--- config.mk ---
export PLATFORM = sky130hd
export DESIGN_NAME = me_frame_scheduler_flat
export DESIGN_NICKNAME = d
export VERILOG_FILES = /design/src/rtl/me_frame_scheduler_if.sv /design/src/rtl/me_frame_scheduler.sv /design/src/flat_wrapper.sv
export SDC_FILE = /design/constraint.sdc
export NUM_CORES = 1
export LEC_CHECK = 0
export BUFFER_PORTS_ARGS = -buffer_cell sky130_fd_sc_hd__buf_2
export CORE_MARGIN = 2
export CORE_UTILIZATION = 50
export CTS_BUF_LIST = sky130_fd_sc_hd__clkbuf_16
export CTS_CLUSTER_DIAMETER = 40
export DETAILED_ROUTE_END_ITERATION = 16
export PLACE_DENSITY = 0.69
export SLEW_MARGIN = 20
export SYNTH_ARGS = -nofsm -noshare
export SYNTH_HDL_FRONTEND = slang
export SYNTH_SLANG_ARGS = --single-unit
--- constraint.sdc ---
create_clock -name clock -period 7.1 [get_ports clock]
set_clock_uncertainty 0.05 [all_clocks]
set_input_delay 0.71 -clock clock [delete_from_list [all_inputs] [get_ports clock]]
set_output_delay 0.71 -clock clock [all_outputs]
set_load 0.01 [all_outputs]
--- src/rtl/me_frame_scheduler_if.sv ---
// rtl/me_frame_scheduler_if.sv - host, loader, engine and result-FIFO signals of the frame scheduler
interface me_frame_scheduler_if;
    logic       frame_start;
    logic       busy;
    logic       frame_done;
    logic       load_req;
    logic       load_ack;
    logic [7:0] load_mb_x;
    logic [7:0] load_mb_y;
    logic       me_start;
    logic       me_completed;
    logic [7:0] me_best_distance;
    logic [3:0] me_motion_x;
    logic [3:0] me_motion_y;
    logic       res_valid;
    logic       res_ready;
    logic [7:0] res_mb_x;
    logic [7:0] res_mb_y;
    logic [7:0] res_distance;
    logic [3:0] res_mvx;
    logic [3:0] res_mvy;
    logic       res_timeout;
    logic       timeout_sticky;

    // Scheduler side
    modport master (
        input  frame_start, load_ack, me_completed, me_best_distance,
               me_motion_x, me_motion_y, res_ready,
        output busy, frame_done, load_req, load_mb_x, load_mb_y, me_start,
               res_valid, res_mb_x, res_mb_y, res_distance, res_mvx, res_mvy,
               res_timeout, timeout_sticky
    );

    // Host / loader / engine / consumer side
    modport slave (
        output frame_start, load_ack, me_completed, me_best_distance,
               me_motion_x, me_motion_y, res_ready,
        input  busy, frame_done, load_req, load_mb_x, load_mb_y, me_start,
               res_valid, res_mb_x, res_mb_y, res_distance, res_mvx, res_mvy,
               res_timeout, timeout_sticky
    );
endinterface

--- src/rtl/me_frame_scheduler.sv ---
// rtl/me_frame_scheduler.sv - raster-order macroblock sequencer for the motion-estimation engine
module me_frame_scheduler #(
    parameter int MB_COLS    = 4,
    parameter int MB_ROWS    = 3,
    parameter int FIFO_DEPTH = 4,
    parameter int TIMEOUT    = 5000
) (
    input  logic               clock,
    input  logic               reset,
    me_frame_scheduler_if.master bus
);
    localparam int WD_W  = $clog2(TIMEOUT);
    localparam int PTR_W = $clog2(FIFO_DEPTH);
    localparam int CNT_W = PTR_W + 1;

    typedef enum logic [2:0] {S_IDLE, S_LOAD, S_RUN, S_CAPTURE, S_RELEASE} state_t;

    typedef struct packed {
        logic [7:0] mb_x;
        logic [7:0] mb_y;
        logic [7:0] distance;
        logic [3:0] mvx;
        logic [3:0] mvy;
        logic       timeout;
    } entry_t;

    state_t            r_state;
    logic [7:0]        r_mb_x;
    logic [7:0]        r_mb_y;
    logic [WD_W-1:0]   r_wdog;
    logic              r_timeout_flag;
    logic              r_busy;
    logic              r_frame_done;
    logic              r_load_req;
    logic              r_me_start;
    logic              r_sticky;

    entry_t            r_mem [FIFO_DEPTH];
    logic [PTR_W-1:0]  r_wr_ptr;
    logic [PTR_W-1:0]  r_rd_ptr;
    logic [CNT_W-1:0]  r_count;

    logic              w_full;
    logic              w_valid;
    logic              w_push;
    logic              w_pop;
    logic              w_last;
    entry_t            w_entry;
    entry_t            w_head;

    assign w_full  = (r_count == CNT_W'(FIFO_DEPTH));
    assign w_valid = (r_count != '0);
    // Fullness is judged on the pre-pop count, so a full FIFO never accepts even when draining.
    assign w_push  = (r_state == S_CAPTURE) && !w_full;
    assign w_pop   = w_valid && bus.res_ready;
    assign w_last  = (r_mb_x == 8'(MB_COLS - 1)) && (r_mb_y == 8'(MB_ROWS - 1));

    // Abandoned jobs report worst-case distortion and a null vector.
    always_comb begin
        w_entry.mb_x     = r_mb_x;
        w_entry.mb_y     = r_mb_y;
        w_entry.distance = r_timeout_flag ? 8'hFF : bus.me_best_distance;
        w_entry.mvx      = r_timeout_flag ? 4'h0  : bus.me_motion_x;
        w_entry.mvy      = r_timeout_flag ? 4'h0  : bus.me_motion_y;
        w_entry.timeout  = r_timeout_flag;
    end

    // Job sequencer: load, run the engine, capture, then drop start for one cycle.
    always_ff @(posedge clock or posedge reset) begin
        if (reset) begin
            r_state        <= S_IDLE;
            r_mb_x         <= '0;
            r_mb_y         <= '0;
            r_wdog         <= '0;
            r_timeout_flag <= 1'b0;
            r_busy         <= 1'b0;
            r_frame_done   <= 1'b0;
            r_load_req     <= 1'b0;
            r_me_start     <= 1'b0;
            r_sticky       <= 1'b0;
        end else begin
            r_frame_done <= 1'b0;
            case (r_state)
                S_IDLE: begin
                    if (bus.frame_start) begin
                        r_mb_x     <= '0;
                        r_mb_y     <= '0;
                        r_sticky   <= 1'b0;
                        r_busy     <= 1'b1;
                        r_load_req <= 1'b1;
                        r_state    <= S_LOAD;
                    end
                end
                S_LOAD: begin
                    if (bus.load_ack) begin
                        r_load_req <= 1'b0;
                        r_me_start <= 1'b1;
                        r_wdog     <= '0;
                        r_state    <= S_RUN;
                    end
                end
                S_RUN: begin
                    if (bus.me_completed) begin
                        r_timeout_flag <= 1'b0;
                        r_state        <= S_CAPTURE;
                    end else if (r_wdog == WD_W'(TIMEOUT - 1)) begin
                        r_timeout_flag <= 1'b1;
                        r_state        <= S_CAPTURE;
                    end else begin
                        r_wdog <= r_wdog + 1'b1;
                    end
                end
                S_CAPTURE: begin
                    // Start stays high while stalled so the engine result stays frozen.
                    if (!w_full) begin
                        r_me_start <= 1'b0;
                        if (r_timeout_flag) r_sticky <= 1'b1;
                        if (w_last) r_frame_done <= 1'b1;
                        r_state <= S_RELEASE;
                    end
                end
                S_RELEASE: begin
                    r_wdog <= '0;
                    if (w_last) begin
                        r_busy  <= 1'b0;
                        r_state <= S_IDLE;
                    end else begin
                        if (r_mb_x == 8'(MB_COLS - 1)) begin
                            r_mb_x <= '0;
                            r_mb_y <= r_mb_y + 8'd1;
                        end else begin
                            r_mb_x <= r_mb_x + 8'd1;
                        end
                        r_load_req <= 1'b1;
                        r_state    <= S_LOAD;
                    end
                end
                default: r_state <= S_IDLE;
            endcase
        end
    end

    // Result FIFO storage and occupancy; simultaneous push and pop keep the count.
    always_ff @(posedge clock or posedge reset) begin
        if (reset) begin
            for (int i = 0; i < FIFO_DEPTH; i++) r_mem[i] <= '0;
            r_wr_ptr <= '0;
            r_rd_ptr <= '0;
            r_count  <= '0;
        end else begin
            if (w_push) begin
                r_mem[r_wr_ptr] <= w_entry;
                r_wr_ptr        <= r_wr_ptr + 1'b1;
            end
            if (w_pop) r_rd_ptr <= r_rd_ptr + 1'b1;
            if (w_push && !w_pop)      r_count <= r_count + 1'b1;
            else if (!w_push && w_pop) r_count <= r_count - 1'b1;
        end
    end

    assign w_head             = r_mem[r_rd_ptr];
    assign bus.busy           = r_busy;
    assign bus.frame_done     = r_frame_done;
    assign bus.load_req       = r_load_req;
    assign bus.load_mb_x      = r_mb_x;
    assign bus.load_mb_y      = r_mb_y;
    assign bus.me_start       = r_me_start;
    assign bus.timeout_sticky = r_sticky;
    assign bus.res_valid      = w_valid;
    assign bus.res_mb_x       = w_head.mb_x;
    assign bus.res_mb_y       = w_head.mb_y;
    assign bus.res_distance   = w_head.distance;
    assign bus.res_mvx        = w_head.mvx;
    assign bus.res_mvy        = w_head.mvy;
    assign bus.res_timeout    = w_head.timeout;
endmodule

--- src/flat_wrapper.sv ---
// flat-port wrapper written by rule: the top's interface ports become plain ports
module me_frame_scheduler_flat 
#(
    parameter int MB_COLS    = 4,
    parameter int MB_ROWS    = 3,
    parameter int FIFO_DEPTH = 4,
    parameter int TIMEOUT    = 5000
)
  (clock, reset, bus_frame_start, bus_load_ack, bus_me_completed, bus_me_best_distance, bus_me_motion_x, bus_me_motion_y, bus_res_ready, bus_busy, bus_frame_done, bus_load_req, bus_load_mb_x, bus_load_mb_y, bus_me_start, bus_res_valid, bus_res_mb_x, bus_res_mb_y, bus_res_distance, bus_res_mvx, bus_res_mvy, bus_res_timeout, bus_timeout_sticky);
  me_frame_scheduler_if bus_i ();
  input  logic clock;
  input  logic reset;
  input wire logic [$bits(bus_i.frame_start)-1:0] bus_frame_start;
  input wire logic [$bits(bus_i.load_ack)-1:0] bus_load_ack;
  input wire logic [$bits(bus_i.me_completed)-1:0] bus_me_completed;
  input wire logic [$bits(bus_i.me_best_distance)-1:0] bus_me_best_distance;
  input wire logic [$bits(bus_i.me_motion_x)-1:0] bus_me_motion_x;
  input wire logic [$bits(bus_i.me_motion_y)-1:0] bus_me_motion_y;
  input wire logic [$bits(bus_i.res_ready)-1:0] bus_res_ready;
  output wire logic [$bits(bus_i.busy)-1:0] bus_busy;
  output wire logic [$bits(bus_i.frame_done)-1:0] bus_frame_done;
  output wire logic [$bits(bus_i.load_req)-1:0] bus_load_req;
  output wire logic [$bits(bus_i.load_mb_x)-1:0] bus_load_mb_x;
  output wire logic [$bits(bus_i.load_mb_y)-1:0] bus_load_mb_y;
  output wire logic [$bits(bus_i.me_start)-1:0] bus_me_start;
  output wire logic [$bits(bus_i.res_valid)-1:0] bus_res_valid;
  output wire logic [$bits(bus_i.res_mb_x)-1:0] bus_res_mb_x;
  output wire logic [$bits(bus_i.res_mb_y)-1:0] bus_res_mb_y;
  output wire logic [$bits(bus_i.res_distance)-1:0] bus_res_distance;
  output wire logic [$bits(bus_i.res_mvx)-1:0] bus_res_mvx;
  output wire logic [$bits(bus_i.res_mvy)-1:0] bus_res_mvy;
  output wire logic [$bits(bus_i.res_timeout)-1:0] bus_res_timeout;
  output wire logic [$bits(bus_i.timeout_sticky)-1:0] bus_timeout_sticky;
  assign bus_i.frame_start = bus_frame_start;
  assign bus_i.load_ack = bus_load_ack;
  assign bus_i.me_completed = bus_me_completed;
  assign bus_i.me_best_distance = bus_me_best_distance;
  assign bus_i.me_motion_x = bus_me_motion_x;
  assign bus_i.me_motion_y = bus_me_motion_y;
  assign bus_i.res_ready = bus_res_ready;
  assign bus_busy = bus_i.busy;
  assign bus_frame_done = bus_i.frame_done;
  assign bus_load_req = bus_i.load_req;
  assign bus_load_mb_x = bus_i.load_mb_x;
  assign bus_load_mb_y = bus_i.load_mb_y;
  assign bus_me_start = bus_i.me_start;
  assign bus_res_valid = bus_i.res_valid;
  assign bus_res_mb_x = bus_i.res_mb_x;
  assign bus_res_mb_y = bus_i.res_mb_y;
  assign bus_res_distance = bus_i.res_distance;
  assign bus_res_mvx = bus_i.res_mvx;
  assign bus_res_mvy = bus_i.res_mvy;
  assign bus_res_timeout = bus_i.res_timeout;
  assign bus_timeout_sticky = bus_i.timeout_sticky;
  me_frame_scheduler #(.MB_COLS(MB_COLS), .MB_ROWS(MB_ROWS), .FIFO_DEPTH(FIFO_DEPTH), .TIMEOUT(TIMEOUT)) u_core (.clock(clock), .reset(reset), .bus(bus_i));
endmodule
# Yosys cells after proc, flatten, opt, wreduce, memory -nomap -nowiden
# Index checks and enable logic that the tools add are counted.
# word_totals
wordCells,141
register_bits,177
# classes
n_bitwise,2
addsub,7
n_reduce_logical,27
n_eq_ne,18
n_lt_le_gt_ge,3
n_mux,47
# ops
cell,n
$bwmux W132,1
$mux W33,3
$bmux W33 S2,1
$demux W33 S2,1
$mux W8,6
$mux W13,3
$pmux W13 S3,1
$pmux W8 S2,2
$mux W3,7
$reduce_and A4 Y1,5
$add A8 B1 Y8 const B,2
$eq A8 B2 Y1 const B,2
$mux W1,15
$pmux W3 S5,1
$add A13 B1 Y13 const B,1
$eq A13 B13 Y1 const B,1
$ne A2 B2 Y1 const B,6
$reduce_bool A2 Y1,5
$reduce_and A3 Y1,3
$reduce_bool A3 Y1,3
$mux W4,2
$eq A3 B2 Y1 const B,2
$eq A3 B3 Y1 const B,2
$ge A3 B3 Y1 const B,2
14 further kinds,27

# Logic depth before layout (Yosys ltp)
# logic_depth
word_depth,7
depth_mapped,10
ltp_nobuf,8

# Least setup slack after synthesis
# No wires, ideal clock.
# synth_timing
path_kind,register to output
startpoint,register u_core.r_rd_ptr[0]
endpoint,output port bus_res_mb_x[1]
path_stages_with_launch,5
path_slack_ns,4.770
arrival_ns,1.570
path_cell_list,dfrtp_1 -> buf_2 -> buf_2 -> clkbuf_1 -> mux4_2
# synth_between
elab_chain_cells,4
# synth_rtl
element,line,source
"start, declared",me_frame_scheduler.sv:40,logic [PTR_W-1:0] r_rd_ptr;
"start signal, assigned",me_frame_scheduler.sv:155,if (w_pop) r_rd_ptr <= r_rd_ptr + 1'b1;
$not A2 Y3 (implied by the code),me_frame_scheduler.sv:161,assign w_head = r_mem[r_rd_ptr];
$bmux W33 S2,me_frame_scheduler.sv:161,
$mux W33 (implied by the code) (2 in series),me_frame_scheduler.sv:161,
"end, declared",flat_wrapper.sv:27,output wire logic [$bits(bus_i.res_mb_x)-1:0] bus_res_mb_x;
# No other way between the ends. The select of a mux whose other input is x is not followed.

# Worst setup path after layout
# layout_timing
startpoint,register u_core.r_rd_ptr[0]
endpoint,output port bus_res_mvx[0]
# layout_between
elab_chain_cells,4
# layout_rtl
element,line,source
$not A2 Y3 (implied by the code),me_frame_scheduler.sv:161,
$bmux W33 S2,me_frame_scheduler.sv:161,
$mux W33 (implied by the code) (2 in series),me_frame_scheduler.sv:161,
"end, declared",flat_wrapper.sv:30,output wire logic [$bits(bus_i.res_mvx)-1:0] bus_res_mvx;
# No other way between the ends. The select of a mux whose other input is x is not followed.

==> impl_metrics.py <==
metrics = {
    "run_status": {
        "outcome": "finished clean",
    },
    "clock_network": {
        "clock_path_buffers": 2,
        "numCtsBuffers": 17,
        "clkLatencyLatePin_ps": 430,
        "cts_sinks": 177,
        "root_buffer": "clkbuf_16",
        "cts_tree": "done",
        "holdBufCountCts": 0,
        "path_clk_slew_ps": 60,
        "cts_resized": 0,
        "ctsHtreeMaxLevel": 4,
        "cts_setup_buffers": 0,
    },
    "sta": {
        "timing.hold.ws_ps": 406,
        "period_minus_slack_ps": 3120,
        "hold_viol": 0,
        "rsz0062_at_grt": "no",
        "setup_tns_ps": 0,
        "setup_slack_ps": 3980,
        "period_share": 0.439,
        "slew_viol_final": 0,
        "max_freq_ghz": 0.321,
        "maxSlewHeadroom": 0.313,
        "worst_pin_slew_ps": 1030,
        "setup_violations": 0,
    },
    "drt": {
        "wl_per_cell_um": 19.6,
        "met2WireLength_mm": 8.61,
        "drc": 0,
        "drtIter0Drc": 242,
        "wl_met1_mm": 7.77,
        "routed.top_layer": "met4",
        "drtAntennaViolNets": 0,
        "vias_per_cell": 5.80,
        "wl_mm": 17.5,
        "dr_wl_met3_um": 878,
        "via_count": 5159,
        "first_pass_iters": 4,
    },
    "synth": {
        "synthArstFlopShare": 1.00,
        "yosysWarningCount": 0,
        "synthTopCellsByArea": "dfrtp_1, mux2_1, mux4_2, buf_4, mux2_2",
        "synth_top_cell_by_area": "dfrtp_1",
        "synth_area_um2": 8430,
        "netlist_instances": 615,
        "seq_area_frac_synth": 0.526,
        "ys_seq_elements": 177,
        "synth_fp_nets": 647,
        "yosysTopAreaCellShare": 0.526,
        "ys.flop_type": "dfrtp_1",
        "syn_avg_cell_area_um2": 13.7,
        "synth_edf_count": 0,
        "synth.distinct_cells": 60,
    },
    "cells_and_area": {
        "fin_area_um2": 9380,
        "syn_to_final_growth_pct": 11.3,
        "drive_above_1_share": 0.266,
        "nNetsFinal": 689,
        "instances_no_fill": 890,
        "antennaDiodeCount": 0,
        "final_util": 0.568,
    },
    "worst_setup_path": {
        "cp.required_ps": 6340,
        "criticalPathCategory": "reg -> out",
        "critPathCaptureType": "output port",
        "arrival_ps": 2360,
        "reg2regPathDepth": 4,
        "cpPeakStageDelay_ps": 780,
        "cpMaxStageDelayCell": "dfrtp_2",
        "critPathTopFamily": "flip-flops",
        "path_cells": "buf_4 -> mux4_2 -> buf_2",
        "worstPathBufferInverterCount": 2,
        "crit_fanout": 20,
        "r2r_slack_ps": 4320,
        "cp.depth": 3,
        "startpoint_type": "flip-flop",
        "r2r_end": "u_core.r_mem[73]",
        "r2r-start": "u_core.r_state[2]",
    },
    "min_path": {
        "hold_class": "in -> async",
    },
    "global_routing": {
        "grt_pass1_vias": 5547,
        "grt_util_all_layers": 0.210,
        "grt_overflow": 0,
        "antenna_found_initial": 0,
        "grt_max_degree": 99,
        "grt_first_pass_wirelength_mm": 29.1,
    },
    "power": {
        "p_comb_frac": 0.335,
        "p_seq_frac": 0.430,
        "p_total_mw": 3.86,
        "intPower_mw": 2.56,
        "netSwitchingFraction": 0.337,
        "p_leak_nw": 4.30,
        "power_frac_clock": 0.235,
        "power_density_nw_per_um2": 411,
        "switchingPower_mw": 1.30,
        "ir_drop_mv": 0.199,
    },
    "place": {
        "preCtsSetupSlack_ps": 4320,
        "place_hpwl_mm": 11.1,
        "placed_cell_area_um2": 8780,
        "dp.cells": 857,
        "portBuffers": 76,
        "gp_congestion": 0.773,
    },
    "floorplan": {
        "ioPinCount": 77,
        "die_h_um": 134,
        "num_rows": 47,
        "die_x_um": 134,
        "die_area_um2": 17900,
        "start_util": 0.510,
        "core-area_um2": 16500,
    },
    "run": {
        "drv_cap": 0,
    },
}
## placed cells by master (no fill, tap or decap), types with 11 or more instances in the layout
| cell | count |
|---|---|
| a21oi_1 | 15 |
| nand2_1 | 23 |
| nor2_1 | 13 |
| buf_2 | 76 |
| nand3_1 | 13 |
| mux2_2 | 14 |
| clkbuf_16 | 17 |
| mux2_1 | 121 |
| dfrtp_1 | 175 |
| mux4_2 | 33 |
| o21ai_0 | 11 |
## Yosys cell counts (10+ instances only)
cell type,count
a21oi_1,15
mux2_2,14
nor2_1,13
dfrtp_1,177
o21ai_0,11
mux4_2,33
nand2_1,23
buf_2,12
buf_4,29
nand3_1,13
clkbuf_1,16
inv_1,10
mux2_1,121
## worst max-delay path by stage
stage / startpoint / end / slack [ps]
floorplan: reset / u_core.bus.busy / 1540
global placement: u_core.r_state[2] / u_core.r_wdog[3] / 4220
detailed placement: u_core.r_state[2] / u_core.r_mem[73] / 4320
CTS: u_core.r_rd_ptr[0] / bus_res_mvx[0] / 3900
global route: u_core.r_rd_ptr[0] / bus_res_mvx[0] / 3860
finish: u_core.r_rd_ptr[0] / bus_res_mvx[0] / 3980
## final cells by class
cell class / count / area [µm²]
well taps: 220 / 275
repair buffers: 80 / 430
fillers: 1360 / 7140
multi-input cells: 371 / 3630
clock buffers: 17 / 425
clock inverters: 15 / 143
inverters: 10 / 42.5
flip-flops and latches: 177 / 4430
## flip-flops by register name (all words and copies together) (netlist names)
name	count
u_core.r_timeout_flag	1
u_core.r_mem	132
u_core.r_rd_ptr	2
u_core.bus.me_start	1
u_core.r_wr_ptr	2
u_core.bus.frame_done	1
u_core.r_wdog	13
u_core.bus.busy	1
u_core.bus.timeout_sticky	1
u_core.r_count	3
u_core.r_state	3
u_core.bus.load_mb_y	8
u_core.bus.load_mb_x	8
u_core.bus.load_req	1
## kinds of logic after synthesis
group,Yosys count,share of synthesized area
flops,177,0.526
buf+inv,67,0.0446
simple gates,119,0.0858
fa+ha+maj,10,0.0157
compound gates,64,0.0489
xor+xnor,8,0.00832
mux,170,0.271
## layer usage
metal / GRT usage / vias to the layer above
met1: 0.286 / 2680
met4: 0.0674 / 0
met2: 0.333 / 133
li1: - / 2328
met5: 0 / -
met3: 0.0525 / 18
## worst register-to-register path, stage by stage, from the launching register on
cell     delay [ps]
dfrtp_1         530
and2b_1         340
and3_1          440
nand2_2         690
mux2_1          600
## power groups by stage
stage                     clock [mW]  combinational (mW)  sequential [mW]
after detailed placement           0                1.30             1.68
final                          0.906                1.29             1.66
after global placement             0                1.25             1.64
after floorplan                    0                1.07             1.52
after global routing           0.971                1.42             1.71
after CTS                      0.926                1.31             1.66
No activity file was read; power rests on OpenSTA's default activity.
